## src/rtl/b1_pkg.sv

```systemverilog
// b1 benchmark function: per-lane result record, evaluation helper and reset values.
package b1_pkg;

  // One lane of the b1 result; a WIDTH-lane result is a packed array of these.
  typedef struct packed {
    logic po0;
    logic po1;
    logic po2;
    logic po3;
  } b1_lane_t;

  localparam int       LANE_BITS = $bits(b1_lane_t);
  localparam logic     RST_VALID = 1'b0;
  localparam b1_lane_t RST_LANE  = '0;
  localparam logic     RST_HIT   = 1'b0;

  // Golden b1 equations for a single lane; lanes never interact.
  function automatic b1_lane_t b1_eval(input logic a, input logic b, input logic c);
    b1_lane_t r;
    r.po0 = c;
    r.po1 = a ^ b;
    r.po2 = (a & b & ~c) | (~a & ~b & c);
    r.po3 = ~c;
    return r;
  endfunction

endpackage

```

## src/rtl/b1_pipe_stage.sv

```systemverilog
// One pipeline register: valid bit plus payload, loaded whenever the stage may accept.
module b1_pipe_stage
  import b1_pkg::*;
#(
  parameter int W = 4
) (
  input  logic         clock,
  input  logic         reset,
  input  logic         load,
  input  logic         up_valid,
  input  logic [W-1:0] up_data,
  output logic         valid,
  output logic [W-1:0] data
);

  // Payload only changes on a real beat, so it stays zero until the first
  // arrival and holds steady while the stage is stalled.
  always_ff @(posedge clock or posedge reset) begin
    if (reset) begin
      valid <= RST_VALID;
      data  <= '0;
    end else if (load) begin
      valid <= up_valid;
      if (up_valid) data <= up_data;
    end
  end

endmodule

```

## src/rtl/b1_pipe.sv

```systemverilog
// Pipelined, lane-parallel b1 evaluator with valid/ready flow control,
// a wrapping output-handshake counter and a sticky po2-nonzero flag.
module b1_pipe
  import b1_pkg::*;
#(
  parameter int WIDTH   = 8,
  parameter int DEPTH   = 2,
  parameter int COUNT_W = 16
) (
  input  logic               clock,
  input  logic               reset,
  input  logic               in_valid,
  output logic               in_ready,
  input  logic [WIDTH-1:0]   pi0,
  input  logic [WIDTH-1:0]   pi1,
  input  logic [WIDTH-1:0]   pi2,
  output logic               out_valid,
  input  logic               out_ready,
  output logic [WIDTH-1:0]   po0,
  output logic [WIDTH-1:0]   po1,
  output logic [WIDTH-1:0]   po2,
  output logic [WIDTH-1:0]   po3,
  input  logic               clear,
  output logic [COUNT_W-1:0] count,
  output logic               hit
);

  localparam int DW = WIDTH * LANE_BITS;

  b1_lane_t [WIDTH-1:0] eval_res;
  b1_lane_t [WIDTH-1:0] out_res;
  logic                 vld_pipe [DEPTH];
  logic                 load     [DEPTH];
  logic [DW-1:0]        dat_pipe [DEPTH];
  logic                 out_fire;

  for (genvar l = 0; l < WIDTH; l++) begin : g_lane
    assign eval_res[l] = b1_eval(pi0[l], pi1[l], pi2[l]);
    assign po0[l]      = out_res[l].po0;
    assign po1[l]      = out_res[l].po1;
    assign po2[l]      = out_res[l].po2;
    assign po3[l]      = out_res[l].po3;
  end

  // Ready chain, walked from the output back: a stage may load when it is
  // empty or its occupant moves on this cycle. Built in one block so the
  // chain is a plain combinational ripple with no bubbles.
  always_comb begin
    for (int i = 0; i < DEPTH; i++) load[i] = 1'b0;
    load[DEPTH-1] = !vld_pipe[DEPTH-1] || out_ready;
    for (int i = DEPTH - 2; i >= 0; i--) load[i] = !vld_pipe[i] || load[i+1];
  end

  for (genvar i = 0; i < DEPTH; i++) begin : g_stage
    logic          up_valid;
    logic [DW-1:0] up_data;
    if (i == 0) begin : g_head
      assign up_valid = in_valid;
      assign up_data  = eval_res;
    end else begin : g_body
      assign up_valid = vld_pipe[i-1];
      assign up_data  = dat_pipe[i-1];
    end
    b1_pipe_stage #(.W(DW)) u_stage (
      .clock    (clock),
      .reset    (reset),
      .load     (load[i]),
      .up_valid (up_valid),
      .up_data  (up_data),
      .valid    (vld_pipe[i]),
      .data     (dat_pipe[i])
    );
  end

  // Ready is held low while reset is asserted even though the stages are empty.
  assign in_ready  = !reset && load[0];
  assign out_valid = vld_pipe[DEPTH-1];
  assign out_res   = dat_pipe[DEPTH-1];
  assign out_fire  = out_valid && out_ready;

  // Handshake counter and sticky hit; clear takes priority over a same-cycle beat.
  always_ff @(posedge clock or posedge reset) begin
    if (reset) begin
      count <= '0;
      hit   <= RST_HIT;
    end else if (clear) begin
      count <= '0;
      hit   <= RST_HIT;
    end else if (out_fire) begin
      count <= count + 1'b1;
      if (|po2) hit <= 1'b1;
    end
  end

endmodule

```

## config.mk

```make
export PLATFORM = sky130hd
export DESIGN_NAME = b1_pipe
export DESIGN_NICKNAME = d
export VERILOG_FILES = /design/src/rtl/b1_pkg.sv /design/src/rtl/b1_pipe_stage.sv /design/src/rtl/b1_pipe.sv
export SDC_FILE = /design/constraint.sdc
export NUM_CORES = 1
export LEC_CHECK = 0
export CAP_MARGIN = 20
export CORE_MARGIN = 4
export CORE_UTILIZATION = 46
export CTS_CLUSTER_DIAMETER = 200
export CTS_CLUSTER_SIZE = 28
export DETAILED_ROUTE_END_ITERATION = 10
export PLACE_DENSITY = 0.81
export SYNTH_ARGS = -nofsm -noshare
export SYNTH_HDL_FRONTEND = slang
export SYNTH_HIERARCHICAL = 1
export SYNTH_SLANG_ARGS = --single-unit
```

## constraint.sdc

```tcl
create_clock -name clock -period 1.4 [get_ports clock]
set_input_delay 0.28 -clock clock [delete_from_list [all_inputs] [get_ports clock]]
set_output_delay 0.28 -clock clock [all_outputs]
set_load 0.05 [all_outputs]
```

==> impl_metrics.ini <==
[status]
status = complete, but fails checks
violations = negative setup slack

[timing]
skew_ns = 0.0119
slew_headroom = 0.703
period_minus_slack_ns = 1.50
rsz0062_at_grt = true
finalHoldViolCount = 0
slew_viol_final = 0
finalSetupViolCount = 68
worst_pin_slew_ns = 0.441
fin_crit_sh = 1.07
timing.final.ws_setup_ns = -0.0974
max_clock_freq_mhz = 668
fin_hold_ws_ns = 0.337

[finish]
fin_nets = 465
n_antenna_cell = 0
instances_no_fill = 529
multi_input_area_um2 = 1780
area_growth_pct = 56.7
layout_commonest_cell = dfrtp_1
mostFrequentLayoutCells = dfrtp_1 (70), mux2_4 (61), buf_12 (57), buf_4 (40), inv_1 (30)
drive_gt1_frac = 0.524
final_util = 0.746
regArea_um2 = 2090
fillers = 480

[place]
dpl.hpwl_um = 6300
portBuffers = 79
place_congestion = 0.770
place_inst = 502

[clock_network]
insertion_delay_ns = 0.35
cts_sinks = 83
clk_pin_slew_ns = 0.09
cts_tree = done
cts_root_buffer = clkbuf_8
cts-buffers-inserted = 9
h-tree-depth = 3
clockBufferDepth = 2

[worst_setup_path]
cp.buffers_inverters = 3
slowest_stage = dfrtp_2
path_delay_family = buffers and inverters
arrival_ns = 1.73
worstPathRequired_ns = 1.64
path_cells = nand3b_1 > buf_4 > buf_6 > nand2_8 > clkbuf_16 > mux2_4
worst_setup_path_start_kind = flip-flop
crit_cells = 6
slowest_delay_ns = 0.41
r2r_cells = 6
crit_type = flip-flop to flip-flop
crit_path_end_kind = flip-flop
cp_max_fo = 7

[hold_path]
hp-class = input port to async pin

[route]
dr.first_iter.drc_count = 113
routedWlPerCell_um = 16.8
routed_wl_um = 8910
drc = 0
dr_total_vias = 2609
postRouteAntennaNets = 0
vias_per_cell = 4.93
firstDrtPassIters = 4

[global_routing]
grt_max_degree = 25
antenna_found_initial = 0
grt_pass1_vias = 2774
grt_pass1_wl_um = 13600
grt_use_total = 0.174
grt-ovfl-total = 0

[power]
p_leak_nw = 3.01
power.density_nw_per_um2 = 1430
power_mw = 8.88
ir_drop_uv = 1050

[logic_synthesis]
synthFlopType = dfrtp_1
synth-async-reset-ratio = 1.00
synth_seq_cells = 83
syn_inst = 283
avgSynthCellArea_um2 = 14.0
synth-edff-count = 0
synth.net_count = 329
netlist_area_um2 = 3950
yosysUniqueCellTypes = 31
yosysSeqAreaShare = 0.526
yosysWarnings = 6

[die]
fp.coreArea_um2 = 8300
die-area_um2 = 10100
dieWidth_um = 101
die_h_um = 101
row_count = 33
initial_utilization = 0.476
io_pins = 80

[run]
drv_cap = 0
[path summary, 6_finish.rpt]
kind	endpoint	slack (ns)	start
worst min-delay path	count[6]$_DFFE_PP0P_	0.34	reset
worst min register to register	g_stage[1].u_stage/data[22]$_DFFE_PP0P_	0.51	g_stage[0].u_stage/data[22]$_DFFE_PP0P_
min in group clock	count[1]$_DFFE_PP0P_	0.45	out_ready
max in group asynchronous	g_stage[0].u_stage/data[24]$_DFFE_PP0P_	0.73	reset
worst max register to register	g_stage[0].u_stage/data[7]$_DFFE_PP0P_	-0.1	g_stage[1].u_stage/valid$_DFFE_PP0P_
worst max-delay path	g_stage[0].u_stage/data[7]$_DFFE_PP0P_	-0.1	g_stage[1].u_stage/valid$_DFFE_PP0P_
[tightest hold or removal path: stages]
cell and delay, ns:
clkdlybuf4s50_1 0.44, inv_1 0.09, buf_4 0.25
[state kept, by name (all words and copies together) (netlist names)]
signal,flops
g_stage.u_stage/data,64
hit,1
g_stage.u_stage/valid,2
count,16
[cell type report]
type / count / area share
clock buffers: 9 / 0.0200
clock inverters: 7 / 0.0160
flip-flops and latches: 83 / 0.338
repair buffers: 134 / 0.300
inverters: 30 / 0.0182
well taps: 105 / 0.0212
multi-input cells: 161 / 0.287
[kinds of logic after synthesis]
kind of cell	after synthesis	share of synthesized area
buffers and inverters	39	0.0488
adders and majority gates	17	0.0538
xor gates and xnor gates	11	0.0244
muxes	72	0.260
AOI/OAI and AO/OA	12	0.0168
and+or+nand+nor	49	0.0703
DFF	83	0.526
[Yosys cell counts (all sizes together), types with 3 or more instances]
cell,n,area [um^2]
dfrtp,83,2080
mux2,72,1030
inv,30,113
ha,17,213
nor2,14,52.6
nand2,9,38.8
buf,7,72.6
xor2,7,61.3
a21oi,6,30.0
nand3,5,25.0
nand4,5,46.3
o21ai,4,20.0
xnor2,4,35.0
and4,3,28.8
nor4,3,18.8
[metal layers]
metal  wire length (um)  share of wire  global-route usage
met2               4680           0.53               0.298
met5                  0              0                   0
met4                117          0.013              0.0725
met3                348          0.039              0.0325
met1               3760           0.42               0.216
[stage by stage]
stage / instance area [um^2] / setup WS, ns / setup TNS [ns]
3_5_place_dp: 5770 / -0.511 / -30.45
6_report: 6190 / -0.0974 / -4.55
2_1_floorplan: 4040 / -0.238 / -3.25
3_3_place_gp: 5770 / -0.452 / -27.94
5_1_grt: 6190 / -0.120 / -6.23
4_1_cts: 6050 / -0.0872 / -2.10
[what timing repair did]
item,4_1_cts,5_1_grt
hold buffers,0,0
setup buffers,3,6
endpoints found under the hold margin,0,0
gates resized for setup,6,16
pin swaps,7,5
endpoints found under the setup margin,44,70
gates cloned,1,1
[report_power, final]
part           internal, mW  switching (mW)  leakage [nW]
clock                  1.02           0.892         0.110
sequential             2.83           0.497          1.01
combinational          2.01            1.63          1.89
(Power assumes the default switching activity.)
